===== src/rtl/seg7_readback_decoder_if.sv =====
// Decoded-index handoff bus: valid/ready with an 8-bit index payload.
interface seg7_readback_decoder_if;
  logic       out_valid;
  logic       out_ready;
  logic [7:0] out_idx;

  modport master (output out_valid, output out_idx, input out_ready);
  modport slave  (input out_valid, input out_idx, output out_ready);
endinterface


===== src/rtl/seg7_readback_decoder.sv =====
// Decodes two stable active-low 7-seg digits back to an index; valid rises STABLE_CYCLES+1 edges after a new pattern.
// Holds out_idx/out_valid until out_ready; input changes meanwhile are tracked but only the newest stable pattern is decoded.
module seg7_readback_decoder #(
  parameter int STABLE_CYCLES = 4,
  parameter int ERR_W         = 8
) (
  input  logic                    clk,
  input  logic                    rst_n,
  input  logic [6:0]              hex0,
  input  logic [6:0]              hex1,
  seg7_readback_decoder_if.master dout,
  output logic                    err_pulse,
  output logic [ERR_W-1:0]        err_count
);
  typedef enum logic [1:0] {ST_WAIT, ST_DECODE, ST_OFFER} state_t;

  localparam logic [7:0] STAB_MAX = 8'(STABLE_CYCLES);

  state_t      state, state_nxt;
  logic [13:0] smp, smp_nxt, last;
  logic        have_last;
  logic [7:0]  stab_cnt, stab_nxt;
  logic [4:0]  dec_hi, dec_lo;
  logic        load_last, load_out, err_inc, clr_valid;

  // bit4 = pattern valid, bits3:0 = nibble
  function automatic logic [4:0] seg_decode(input logic [6:0] p);
    case (p)
      7'h40:   return 5'h10;
      7'h79:   return 5'h11;
      7'h24:   return 5'h12;
      7'h30:   return 5'h13;
      7'h19:   return 5'h14;
      7'h12:   return 5'h15;
      7'h02:   return 5'h16;
      7'h78:   return 5'h17;
      7'h00:   return 5'h18;
      7'h18:   return 5'h19;
      7'h08:   return 5'h1A;
      7'h03:   return 5'h1B;
      7'h46:   return 5'h1C;
      7'h21:   return 5'h1D;
      7'h06:   return 5'h1E;
      7'h0E:   return 5'h1F;
      default: return 5'h00;
    endcase
  endfunction

  assign smp_nxt = {hex1, hex0};
  assign dec_hi  = seg_decode(last[13:7]);
  assign dec_lo  = seg_decode(last[6:0]);

  // Looking at the post-edge count lets DECODE start right at edge E0+STABLE_CYCLES.
  always_comb begin
    stab_nxt = 8'd0;
    if (smp_nxt != smp) begin
      stab_nxt = 8'd0;
    end else if (stab_cnt == STAB_MAX) begin
      stab_nxt = stab_cnt;
    end else begin
      stab_nxt = stab_cnt + 8'd1;
    end
  end

  always_ff @(posedge clk or negedge rst_n) begin
    if (!rst_n) begin
      state <= ST_WAIT;
    end else begin
      state <= state_nxt;
    end
  end

  always_comb begin
    state_nxt = state;
    load_last = 1'b0;
    load_out  = 1'b0;
    err_inc   = 1'b0;
    clr_valid = 1'b0;
    err_pulse = 1'b0;
    case (state)
      ST_WAIT: begin
        if (stab_nxt == STAB_MAX && (!have_last || smp_nxt != last)) begin
          load_last = 1'b1;
          state_nxt = ST_DECODE;
        end
      end
      ST_DECODE: begin
        if (dec_hi[4] && dec_lo[4]) begin
          load_out  = 1'b1;
          state_nxt = ST_OFFER;
        end else begin
          err_pulse = 1'b1;
          err_inc   = 1'b1;
          state_nxt = ST_WAIT;
        end
      end
      ST_OFFER: begin
        if (dout.out_valid && dout.out_ready) begin
          clr_valid = 1'b1;
          state_nxt = ST_WAIT;
        end
      end
      default: state_nxt = ST_WAIT;
    endcase
  end

  always_ff @(posedge clk or negedge rst_n) begin
    if (!rst_n) begin
      smp            <= 14'h3FFF;
      stab_cnt       <= 8'd0;
      last           <= 14'h3FFF;
      have_last      <= 1'b0;
      dout.out_valid <= 1'b0;
      dout.out_idx   <= 8'h00;
      err_count      <= '0;
    end else begin
      smp      <= smp_nxt;
      stab_cnt <= stab_nxt;
      if (load_last) begin
        last      <= smp_nxt;
        have_last <= 1'b1;
      end
      if (load_out) begin
        dout.out_idx   <= {dec_hi[3:0], dec_lo[3:0]};
        dout.out_valid <= 1'b1;
      end else if (clr_valid) begin
        dout.out_valid <= 1'b0;
      end
      if (err_inc && err_count != '1) begin
        err_count <= err_count + ERR_W'(1);
      end
    end
  end
endmodule


===== src/flat_wrapper.sv =====
// flat-port wrapper written by rule: the top's interface ports become plain ports
module seg7_readback_decoder_flat 
#(
  parameter int STABLE_CYCLES = 4,
  parameter int ERR_W         = 8
)
  (clk, rst_n, hex0, hex1, err_pulse, err_count, dout_out_valid, dout_out_idx, dout_out_ready);
  seg7_readback_decoder_if dout_i ();
  input  logic clk;
  input  logic rst_n;
  input  logic [6:0] hex0;
  input  logic [6:0] hex1;
  output logic err_pulse;
  output logic [ERR_W-1:0] err_count;
  output wire logic [$bits(dout_i.out_valid)-1:0] dout_out_valid;
  output wire logic [$bits(dout_i.out_idx)-1:0] dout_out_idx;
  input wire logic [$bits(dout_i.out_ready)-1:0] dout_out_ready;
  assign dout_out_valid = dout_i.out_valid;
  assign dout_out_idx = dout_i.out_idx;
  assign dout_i.out_ready = dout_out_ready;
  seg7_readback_decoder #(.STABLE_CYCLES(STABLE_CYCLES), .ERR_W(ERR_W)) u_core (.clk(clk), .rst_n(rst_n), .hex0(hex0), .hex1(hex1), .dout(dout_i), .err_pulse(err_pulse), .err_count(err_count));
endmodule

===== config.mk =====
export PLATFORM = sky130hd
export DESIGN_NAME = seg7_readback_decoder_flat
export DESIGN_NICKNAME = d
export VERILOG_FILES = /design/src/rtl/seg7_readback_decoder_if.sv /design/src/rtl/seg7_readback_decoder.sv /design/src/flat_wrapper.sv
export SDC_FILE = /design/constraint.sdc
export NUM_CORES = 1
export LEC_CHECK = 0
export BUFFER_PORTS_ARGS = -buffer_cell sky130_fd_sc_hd__clkbuf_2
export CORE_ASPECT_RATIO = 0.6
export CORE_MARGIN = 1
export CORE_UTILIZATION = 55
export CTS_BUF_LIST = sky130_fd_sc_hd__clkbuf_4
export DETAILED_ROUTE_END_ITERATION = 7
export PLACE_DENSITY = 0.81
export SETUP_SLACK_MARGIN = 0.02
export SYNTH_ARGS = -nofsm -noshare
export SYNTH_HDL_FRONTEND = slang
export SYNTH_SLANG_ARGS = --single-unit

===== constraint.sdc =====
create_clock -name clk -period 4.77 [get_ports clk]
set_input_delay 0.7155 -clock clk [delete_from_list [all_inputs] [get_ports clk]]
set_output_delay 0.7155 -clock clk [all_outputs]
set_load 0.01 [all_outputs]

==> out/results.env, run 1 <==
STATUS='complete, no violations'
CRITPATHKIND='flip-flop to output pin'
OVERFLOW=0
POSTCTSSETUPREPAIRBUFS=0
LAYOUT_WORST_PATH_CYCLE_SHARE_PCT=69.7
SETUP_VIOLATIONS=0
NUMBER_OF_FLOPS_MAPPED_TO_ENABLE_CELLS_BY_YOSYS=0
CRITPATHCAPTURE='err_pulse'
LAYOUT-AREA-OVERHEAD-VS-SYNTH_PCT=6.51
INITIAL_CORE_UTIL_PCT=58.8
WL_PER_CELL_UM=15.5
TRITONCTS.NUM_BUFFERS=5
FINAL-SEQ-AREA_SQ_MM=0.00144
SETUP.WORST_PATH.START_CLASS='flip-flop'
COMMONEST_CELLS_AFTER_ROUTING_FILL_AND_TAPS_ASIDE='34 x clkbuf_2, 31 x xor2_1, 29 x nor2_1'
ANT_NETS=0
DRT_ITER0_DRC=194
PRECTSSETUPSLACK_NS=1.70
WORSTSETUPENDPOINTTYPE='output pin'
FINALHOLDWORSTSLACK_NS=0.435
DESIGN.FINAL.NETS=365
POST_ROUTE_CLOCK_SKEW_NS=0.00428
POST-DP-HPWL_UM=4790
FP.COREAREA_SQ_MM=0.00575
TIMING.FINAL.HOLD_VIOLATIONS=0
HTREE_LEVELS=2
NFILLCELLS=465
NUM_ROWS=21
CTS_HOLD_REPAIR.BUFFERS=0
POSTSYNTHNETCOUNT=342
POST_SYNTHESIS_INSTANCE_TOTAL=322
FINAL_PERIOD_MINUS_WORST_SETUP_SLACK_NS=3.32
VIA_COUNT=2446
POST_SYNTH_INSTANCE_AREA_SQ_MM=0.00338
DIE_HEIGHT_UM=62.7
CLOCK_LATENCY_LATE_SINK_NS=0.38
CP_DATA_REQUIRED_TIME_NS=4.05
TIMING_LIMITED_MAXIMUM_FREQUENCY_GHz=0.301
FIRST_DRT_PASS_ITERATION_COUNT=4
PATH_TYPE_OF_THE_WORST_MIN_DELAY_PATH='primary input to asynchronous set/reset pin'
POWER.STATIC_LEAKAGE_uW=0.00163
LAYOUT.CELLS.MOST_COMMON='clkbuf_2'
IR_WORST_VDD_uV=191
ASYNC_FLOP_SHARE_PCT=100
WORST_SETUP_HOLD_PATH_CLK_SLEW_NS=0.17
CRIT_SLOWEST_CELL='dfstp_2'
CTS.SINKS=56
MAX-CAP-VIOLATIONS=0
YS_TYPES=61
RR_STARTPOINT='u_core.stab_cnt[0]'
NUM_IO_PINS=35
POSTSYNTHREGISTERBITS=56
REPLACE_CONGESTION=0.882
WORST_SLEW_MARGIN_PCT=42.1
PWR_DENSITY_CELL_mW_PER_MM2=210
GLOBALROUTETOTALUTIL_PCT=22.5
FINALMAXSLEWVIOLATIONS=0
GRT_SETUP_UNREPAIRED='false'
TIMING.CRITICAL_PATH.FANOUT_MAX=13
FINAL_DESIGN_AREA_NO_FILL_SQ_MM=0.00360
GRT_PASS1_WL_UM=11300
DIEAREA_SQ_MM=0.00647
FLOORPLAN.DIE.WIDTH_UM=103
PLACED_AREA_SQ_MM=0.00354
CTS.PATH.MAX_BUFFERS=2
TIMING.CRITICAL_PATH.CELLS='nand3b_1 > a2111oi_0 > a41o_1 > a211o_1 > o32a_1 > nor2_1 > clkbuf_2'
CRITICAL_PATH.MAX_STAGE_DELAY_NS=0.73
RR_WORST_DEPTH=8
CTS.ROOT.BUFFER_CELL='clkbuf_4'
REG2REG_SLACK_NS=1.77
TIMING_WORST_SLEW_PIN_VALUE_NS=0.868
MULTI_INPUT_AREA_SQ_MM=0.00180
DRT_WL_TOTAL_UM=6620
PORT_BUFFERS=34
SYNTHESIZED_AREA_DIVIDED_BY_SYNTHESIZED_CELL_COUNT_SQ_UM=10.5
GRT_START_MAX_NET_PINS=57
FINAL_LAYOUT_SIZE_SUFFIX_GT1_SHARE_PCT=29.5
PLACE_INST=418
FIN_TNS_SETUP_NS=0
CTS_TREE='yes'
ROUTE.DETAILED.VIAS_PER_INST=5.74
NUMBER_OF_DIODES=0
REGTOREGENDPOINT='u_core.last[7]'
ARRIVAL_NS=2.61
CTS.REPAIR.RESIZED=0
YS.WARNINGS.COUNT=0
FINALNONFILLERCELLS=426
ROUTE.DETAILED.DRC=0
SYNTH-SEQ-AREA-SHARE_PCT=42.5
CRIT_PATH_START='u_core.last[8]'
FIN_WS_NS=1.45
NUMBER_OF_ANTENNA_VIOLATIONS_AT_THE_FIRST_CHECK_IN_GLOBAL_ROUTING=0
FIRST_GLOBAL_VIAS=2308
SYNTH_TOP_FLOP_CELL='dfstp_2'
-- worst min-delay path by stage --
stage	cells after the start	slack [ns]	end	from
after CTS	1	0.42	u_core.smp[8]	hex1[1]
after detailed placement	1	0.47	u_core.have_last	u_core.have_last
after global placement	1	0.45	u_core.have_last	u_core.have_last
after global routing	1	0.40	u_core.smp[7]	hex1[0]
after floorplan	0	0.42	u_core.dout.out_idx[0]	rst_n
final	2	0.43	u_core.stab_cnt[0]	rst_n
-- cells in the mapped netlist, drive strengths merged (2+ instances only) --
library cell	number	share of area [%]
buf	18	3.5
xnor2	17	4.4
or3	2	0.37
nand2	15	1.7
or3b	2	0.52
nor3	12	1.9
nand2b	6	1.1
inv	7	0.78
dfrtp	28	21
nand3	14	2.4
and3	7	1.4
a31oi	3	0.56
nand4	6	1.1
nor4	7	1.5
a21o	3	0.67
o21ai	8	1.2
a22oi	3	0.67
nor2b	5	0.93
nor2	29	3.2
a21oi	9	1.3
nand3b	3	0.67
xor2	31	8.0
dfstp	28	22
ha	3	1.1
nand4b	2	0.52
nor3b	3	0.81
nor4b	2	0.52
mux2	26	11
-- worst max-delay path: cells and delay by family, from the launching register on --
| kind | cells | cell delay (ns) |
|---|---|---|
| flops | 1 | 0.73 |
| simple gates | 2 | 0.24 |
| buf+inv | 1 | 0.14 |
| compound gates | 4 | 1.12 |
-- cells by family after synthesis --
kind of cell	Yosys count	synth area share, %
adder cells (fa/ha/maj)	3	1.11
buffers and inverters	26	4.37
multiplexers	27	10.8
XOR/XNOR	48	12.4
flip-flops	56	42.5
AO/OA/AOI/OAI	41	8.51
AND/OR/NAND/NOR	121	20.2
-- through the flow --
stage          power [uW]  utilization [%]
6_report              755             62.6
5_1_grt               791             62.6
4_1_cts               764             62.6
3_5_place_dp          538             61.5
3_3_place_gp          537             61.5
2_1_floorplan         511                -
-- sequential cells by signal, summed over array words and instances (netlist names) --
register               cells
u_core.err_count           8
u_core.stab_cnt            8
u_core.have_last           1
u_core.dout.out_idx        8
u_core.smp                14
u_core.last               14
u_core.dout.out_valid      1
u_core.state               2
-- final cells by class --
class | instances | share of cell area [%]
sequential | 56 | 39.9
timing repair buffer | 35 | 4.93
multi-input combinational | 240 | 49.9
tap | 80 | 2.78
inverter | 7 | 0.730
clock inverter | 3 | 0.730
clock buffer | 5 | 1.04
-- metal layers --
layer | global-route usage [%] | vias to the layer above | part of all wire, %
met5 | 0 | - | 0
li1 | - | 1194 | -
met3 | 4.14 | 4 | 6.8
met4 | 5.28 | 0 | 0.76
met2 | 30.6 | 86 | 42
met1 | 36.3 | 1162 | 50
-- where the power goes --
group / switching (uW) / internal [uW] / total, uW
Sequential: 2.59 / 487 / 489
Combinational: 24.4 / 15.2 / 39.6
Clock: 163 / 63.1 / 226
Power figures use the tool's default switching activity.
==> run 2: changes to the inputs <==
==> constraint.sdc (replaced) <==
create_clock -name clk -period 3.3 [get_ports clk]
set_input_delay 0.495 -clock clk [delete_from_list [all_inputs] [get_ports clk]]
set_output_delay 0.495 -clock clk [all_outputs]
set_load 0.01 [all_outputs]
==> run 2 against run 1 <==
Sequential power up 45%. Clock skew up 0.0088 ns. Sequential share of layout area decreased by 0.51 points.
==> out/results.env, run 2 (synthesis gave the netlist of run 1 again) <==
INTERNAL-POWER_uW=898  # +59%
IR_WORST_VDD_uV=161  # -16%
HTREE_LEVELS=2  # unchanged
ARRIVAL_NS=2.65  # +0.04 ns
GLOBALROUTETOTALUTIL_PCT=24.6  # +2.1 points
FLOORPLAN.DIE.WIDTH_UM=103  # unchanged
ANT_NETS=0  # unchanged
NUM_ROWS=21  # unchanged
POWER.SHARE.CLOCK_PCT=34.4  # +4.5 points
DIE_HEIGHT_UM=62.7  # unchanged
REG_TOP3='u_core.last (14), u_core.smp (14)'
CRITPATHTOPFAMILY='compound AO/OA/AOI/OAI gates'
LAYOUT_WORST_PATH_CYCLE_SHARE_PCT=95.3
TIMING.FINAL.HOLD_VIOLATIONS=0  # unchanged
CTS.PATH.MAX_BUFFERS=2  # unchanged
CRITICAL_PATH.N_BUFFERS_INVERTERS=1  # unchanged
CP_DATA_REQUIRED_TIME_NS=2.80  # -1.25 ns
DIEAREA_SQ_MM=0.00647  # unchanged
COMMONEST_CELLS_AFTER_ROUTING_FILL_AND_TAPS_ASIDE='34 x clkbuf_2, 31 x xor2_1, 29 x nor2_1'
INITIAL_CORE_UTIL_PCT=58.8  # unchanged
TIMING_LIMITED_MAXIMUM_FREQUENCY_GHz=0.318
LAYOUT-AREA-OVERHEAD-VS-SYNTH_PCT=8.18
CRIT_SLOWEST_CELL='dfstp_2'
TRITONCTS.NUM_BUFFERS=5  # unchanged
GRT_START_MAX_NET_PINS=34  # -40%
WL_PER_CELL_UM=16.5  # +6.5%
TIMING_WORST_SLEW_PIN_VALUE_NS=0.555  # -0.313 ns
NUMBER_OF_DIODES=0  # unchanged
DRT_ITER0_DRC=180  # -7.2%
FIRST_GLOBAL_VIAS=2401  # +4.0%
SEQ_POWER_SHARE_PCT=60.5  # -4.3 points
FP.COREAREA_SQ_MM=0.00575  # unchanged
WORST_SLEW_MARGIN_PCT=62.5  # +20 points
GRT_SETUP_UNREPAIRED='false'
TIMING.CRITICAL_PATH.CELLS='nand2_1 > o31a_1 > o41ai_1 > o32a_1 > nor2_1 > clkbuf_2'
GRT_PASS1_WL_UM=12200  # +7.5%
OVERFLOW=0  # unchanged
WORST_SETUP_HOLD_PATH_CLK_SLEW_NS=0.17  # about the same
TIMING.CRITICAL_PATH.FANOUT_MAX=11  # -2
MAX-CAP-VIOLATIONS=0  # unchanged
PATH_TYPE_OF_THE_WORST_MIN_DELAY_PATH='primary input to flip-flop'
PORT_BUFFERS=34  # unchanged
DESIGN.FINAL.NETS=369  # +1.1%
CTS.SINKS=56  # unchanged
POWER.TOTAL_uW=1170  # +55%
FINALMAXSLEWVIOLATIONS=0  # unchanged
FIRST_DRT_PASS_ITERATION_COUNT=5  # +1
LAYOUT.CELLS.MOST_COMMON='clkbuf_2'
REPLACE_CONGESTION=0.923  # +4.6%
ROUTE.DETAILED.DRC=0  # unchanged
PWR_DENSITY_CELL_mW_PER_MM2=320  # +53%
SWITCHING_POWER_uW=271  # +43%
CLOCK_LATENCY_LATE_SINK_NS=0.39  # about the same
POST_ROUTE_CLOCK_SKEW_NS=0.0130  # +0.00876 ns
CRITICAL_PATH.MAX_STAGE_DELAY_NS=0.69  # -0.04 ns
FINAL_PERIOD_MINUS_WORST_SETUP_SLACK_NS=3.15
DRT_WL_TOTAL_UM=7120  # +7.5%
WORSTSETUPENDPOINTTYPE='output pin'
ROUTE.DETAILED.VIAS_PER_INST=5.92  # +3.0%
SHARE_COMB_OF_TOTAL_POWER_PCT=5.1  # -0.2 points
PLACED_AREA_SQ_MM=0.00356  # +0.64%
CTS_TREE='yes'
SETUP.WORST_PATH.START_CLASS='flip-flop'
FIN_TNS_SETUP_NS=0  # unchanged
STATUS='complete, no violations'
NUM_IO_PINS=35  # unchanged
CRITPATHKIND='flip-flop to output pin'
FINAL_DESIGN_AREA_NO_FILL_SQ_MM=0.00366  # +1.6%
POWER.STATIC_LEAKAGE_uW=0.00165  # +1.7%
FINAL_LAYOUT_SIZE_SUFFIX_GT1_SHARE_PCT=30.0  # +0.52 points
VIA_COUNT=2544  # +4.0%
SWITCHING_SHARE_PCT=23.2  # -2.0 points
CTS.ROOT.BUFFER_CELL='clkbuf_4'
SETUP_VIOLATIONS=0  # unchanged
NUMBER_OF_ANTENNA_VIOLATIONS_AT_THE_FIRST_CHECK_IN_GLOBAL_ROUTING=0  # unchanged
POST-DP-HPWL_UM=5240  # +9.3%
-- run 2: timing repair --
action,in CTS,in global routing
hold endpoints to repair,6,0
setup buffers,0,0
resized for setup,0,1
hold buffers,1,0
endpoints found under the setup margin,0,1
-- run 2: final timing paths --
check	startpoint	endpoint	slack (ns)	cells past startpoint
setup / recovery	u_core.last[0]	err_pulse	0.15	6
hold / removal	hex0[5]	u_core.smp[5]	0.21	1
setup reg to reg	u_core.last[0]	u_core.dout.out_idx[1]	0.55	6
hold reg to reg	u_core.have_last	u_core.have_last	0.50	1
max in group asynchronous	rst_n	u_core.last[11]	2.12	3
min in group asynchronous	rst_n	u_core.stab_cnt[0]	0.46	2
-- run 2: layout make-up --
| cell class | instances | area (sq um) |
|---|---|---|
| Fill cell | 464 | 2100 |
| Multi-Input combinational cell | 240 | 1800 |
| Sequential cell | 56 | 1440 |
| Timing Repair Buffer | 39 | 210 |
| Tap cell | 80 | 100 |
| Clock buffer | 6 | 45.0 |
| Clock inverter | 2 | 38.8 |
| Inverter | 7 | 26.3 |
-- run 2: metal layers --
metal / up-vias / track usage (%) / routed length, um
met3: 7 / 4.59 / 404
met1: 1236 / 38.1 / 3550
met4: 0 / 4.75 / 56
li1: 1196 / - / -
met5: - / 0 / 0
met2: 105 / 35.6 / 3100
-- run 2: power groups by stage --
stage | sequential (uW) | clock, uW | combinational [uW]
after CTS | 707 | 410 | 62.0
after floorplan | 718 | 0 | 21.2
after detailed placement | 718 | 0 | 60.8
final | 707 | 402 | 60.2
after global routing | 709 | 443 | 68.1
after global placement | 718 | 0 | 58.9
-- run 2: metrics by stage --
| stage | setup WS (ns) | instances | hold WS, ns | util (%) |
|---|---|---|---|---|
| final | 0.153 | 430 | 0.208 | 63.6 |
| after global routing | 0.0212 | 430 | 0.183 | 63.6 |
| after CTS | 0.171 | 430 | 0.202 | 63.5 |
| after detailed placement | 0.649 | 421 | 0.363 | 61.9 |
| after global placement | 0.716 | 421 | 0.363 | 61.9 |
| after floorplan | 0.930 | 322 | 0.199 | - |
-- run 2: worst register-to-register path, cell delays in order (launching register included) --
cell	delay (ns)
dfstp_2	0.69
nand2_1	0.07
o31a_1	0.26
o41ai_1	0.48
o32a_1	0.51
and2_4	0.33
mux2_4	0.31
==> run 3: changes to the inputs <==
--- a/config.mk
+++ b/config.mk
@@ -12,6 +12,7 @@
 export CTS_BUF_LIST = sky130_fd_sc_hd__clkbuf_4
 export DETAILED_ROUTE_END_ITERATION = 7
 export PLACE_DENSITY = 0.81
+export RECOVER_POWER = 25
 export SETUP_SLACK_MARGIN = 0.02
 export SYNTH_ARGS = -nofsm -noshare
 export SYNTH_HDL_FRONTEND = slang
==> run 3 against run 2 <==
Routed wire length up 0.39%. Clock skew up 0.0024 ns. Via count shrank 0.28%. Global-route usage is the same. Die area did not move. Total power is 0.17% lower. Worst hold slack improved by 0.017 ns. Worst setup slack improved by 0.016 ns. Clock-buffer cell count is the same. Sequential share of layout area up 0.24 points. Sequential cell count did not move. Sequential power about the same.
==> out/results.env, run 3 (synthesis gave the netlist of run 1 again) <==
STATUS='complete, no violations'
POSTCTSSETUPREPAIRBUFS=0  # unchanged
RR_WORST_DEPTH=6  # unchanged
PATH_TYPE_OF_THE_WORST_MIN_DELAY_PATH='primary input to flip-flop'
POWER.SHARE.CLOCK_PCT=34.5  # about the same
CRITPATHKIND='flip-flop to output pin'
NUMBER_OF_DIODES=0  # unchanged
TIMING_WORST_SLEW_PIN_VALUE_NS=0.808  # +0.253 ns
SHARE_COMB_OF_TOTAL_POWER_PCT=4.9  # -0.2 points
POST-DP-HPWL_UM=5240  # unchanged
HTREE_LEVELS=2  # unchanged
GRT_START_MAX_NET_PINS=34  # unchanged
CRITPATHTOPFAMILY='compound AO/OA/AOI/OAI gates'
DIE_HEIGHT_UM=62.7  # unchanged
REG2REG_SLACK_NS=0.56  # about the same
GRT_PASS1_WL_UM=12200  # unchanged
OVERFLOW=0  # unchanged
FIN_WS_NS=0.169  # +0.0159 ns
CRIT_PATH_START='u_core.last[0]'
WL_PER_CELL_UM=16.6  # +0.39%
REGTOREGENDPOINT='u_core.dout.out_idx[1]'
ROUTE.DETAILED.VIAS_PER_INST=5.90  # -0.28%
PWR_DENSITY_CELL_mW_PER_MM2=321  # +0.44%
CTS.SINKS=56  # unchanged
PORT_BUFFERS=34  # unchanged
POST_ROUTE_CLOCK_SKEW_NS=0.0155  # +0.00242 ns
POWER.STATIC_LEAKAGE_uW=0.00161  # -2.9%
SWITCHING_SHARE_PCT=23.3  # +0.13 points
FINAL_PERIOD_MINUS_WORST_SETUP_SLACK_NS=3.13  # -0.0159 ns
ROUTE.DETAILED.DRC=0  # unchanged
ANT_NETS=0  # unchanged
DRT_WL_TOTAL_UM=7140  # +0.39%
NUMBER_OF_ANTENNA_VIOLATIONS_AT_THE_FIRST_CHECK_IN_GLOBAL_ROUTING=0  # unchanged
CP_DATA_REQUIRED_TIME_NS=2.80  # about the same
MAX-CAP-VIOLATIONS=0  # unchanged
IR_WORST_VDD_uV=162  # +0.61%
TIMING.CRITICAL_PATH.FANOUT_MAX=11  # unchanged
GRT_SETUP_UNREPAIRED='false'
CRITPATHCAPTURE='err_pulse'
FINALMAXSLEWVIOLATIONS=0  # unchanged
LAYOUT_WORST_PATH_CYCLE_SHARE_PCT=94.9  # -0.48 points
SETUP.WORST_PATH.START_CLASS='flip-flop'
TIMING.FINAL.HOLD_VIOLATIONS=0  # unchanged
WORSTSETUPENDPOINTTYPE='output pin'
FIRST_DRT_PASS_ITERATION_COUNT=6  # +1
REPLACE_CONGESTION=0.923  # unchanged
CTS.PATH.MAX_BUFFERS=2  # unchanged
FINAL_LAYOUT_SIZE_SUFFIX_GT1_SHARE_PCT=25.4  # -4.6 points
GLOBALROUTETOTALUTIL_PCT=24.6  # unchanged
REG_TOP3='u_core.last (14), u_core.smp (14)'
CRITICAL_PATH.MAX_STAGE_DELAY_NS=0.69  # about the same
DRT_ITER0_DRC=171  # -5.0%
CTS.ROOT.BUFFER_CELL='clkbuf_4'
FIN_TNS_SETUP_NS=0  # unchanged
SEQ_POWER_SHARE_PCT=60.6  # about the same
NUM_ROWS=21  # unchanged
TRITONCTS.NUM_BUFFERS=5  # unchanged
CLOCK_LATENCY_LATE_SINK_NS=0.40  # about the same
PRECTSSETUPSLACK_NS=0.649  # unchanged
VIA_COUNT=2537  # -0.28%
TIMING_LIMITED_MAXIMUM_FREQUENCY_GHz=0.319  # +0.51%
LAYOUT-AREA-OVERHEAD-VS-SYNTH_PCT=7.51
LAYOUT.CELLS.MOST_COMMON='xor2_1'
WORST_SLEW_MARGIN_PCT=46.1  # -16 points
WORST_SETUP_HOLD_PATH_CLK_SLEW_NS=0.17  # about the same
SETUP_VIOLATIONS=0  # unchanged
ARRIVAL_NS=2.64  # about the same
CRIT_SLOWEST_CELL='dfstp_2'
NUM_IO_PINS=35  # unchanged
SWITCHING_POWER_uW=272  # +0.40%
RR_STARTPOINT='u_core.last[0]'
TIMING.CRITICAL_PATH.CELLS='nand2_1 > o31a_1 > o41ai_1 > o32a_1 > nor2_1 > clkbuf_2'
LEVELS_ON_CRIT_PATH=6  # unchanged
CTS_TREE='yes'
CRITICAL_PATH.N_BUFFERS_INVERTERS=1  # unchanged
INTERNAL-POWER_uW=895  # -0.35%
DIEAREA_SQ_MM=0.00647  # unchanged
INITIAL_CORE_UTIL_PCT=58.8  # unchanged
FLOORPLAN.DIE.WIDTH_UM=103  # unchanged
COMMONEST_CELLS_AFTER_ROUTING_FILL_AND_TAPS_ASIDE='31 x xor2_1, 29 x nor2_1, 28 x dfrtp_1'
FP.COREAREA_SQ_MM=0.00575  # unchanged
FIRST_GLOBAL_VIAS=2401  # unchanged
DESIGN.FINAL.NETS=369  # unchanged
==> run 3: power by group through the flow <==
stage                     combinational (uW)  clock [uW]  sequential (uW)
after CTS                               62.0         410              707
after floorplan                         21.2           0              718
after global placement                  58.9           0              718
after global routing                    64.8         443              709
after detailed placement                60.8           0              718
final                                   57.1         403              707
==> run 3: final cells by class <==
cell class                 instances  area (sq um)
fill                             473          2120
multi-input combinational        240          1800
clock buffer                       6          45.0
inverter                           7          26.3
timing repair buffer              39           188
clock inverter                     2          38.8
sequential                        56          1440
tap                               80           100
==> run 3: layer usage <==
layer  wire length, um  track usage (%)  part of all wire, %  up-vias
met5                 0                0                    0        -
met4                55             4.75                 0.77        0
met3               459             4.59                  6.4        9
met2              3070             35.6                   43      105
met1              3560             38.1                   50     1226
li1                  -                -                    -     1197
==> run 3: per-stage QoR <==
| step | hold WS, ns | cells | total power, uW | instance area, sq um | utilization (%) |
|---|---|---|---|---|---|
| 3_5_place_dp | 0.363 | 421 | 779 | 3560 | 61.9 |
| 3_3_place_gp | 0.363 | 421 | 777 | 3560 | 61.9 |
| 4_1_cts | 0.202 | 430 | 1180 | 3650 | 63.5 |
| 5_1_grt | 0.206 | 430 | 1220 | 3630 | 63.2 |
| 2_1_floorplan | 0.199 | 322 | 739 | 3380 | - |
| 6_report | 0.225 | 430 | 1170 | 3630 | 63.2 |
==> run 3: worst min path at each step <==
stage	startpoint	depth (start not counted)	to	slack, ns
finish	hex0[5]	1	u_core.smp[5]	0.22
global route	hex1[6]	1	u_core.smp[13]	0.21
CTS	hex0[5]	1	u_core.smp[5]	0.20
detailed placement	rst_n	1	u_core.stab_cnt[0]	0.36
global placement	rst_n	1	u_core.stab_cnt[2]	0.36
floorplan	rst_n	0	u_core.dout.out_idx[0]	0.20
==> run 3: worst register-to-register path, stage by stage (launching register included) <==
cell	delay [ns]
dfstp_2	0.69
nand2_1	0.07
o31a_1	0.26
o41ai_1	0.47
o32a_1	0.51
and2_4	0.33
mux2_4	0.31
==> run 3: what timing repair did <==
action / in CTS / in global routing
hold endpoints to repair: 6 / 0
endpoints found under the setup margin: 0 / 1
gates resized for setup: 0 / 1
hold buffers: 1 / 0
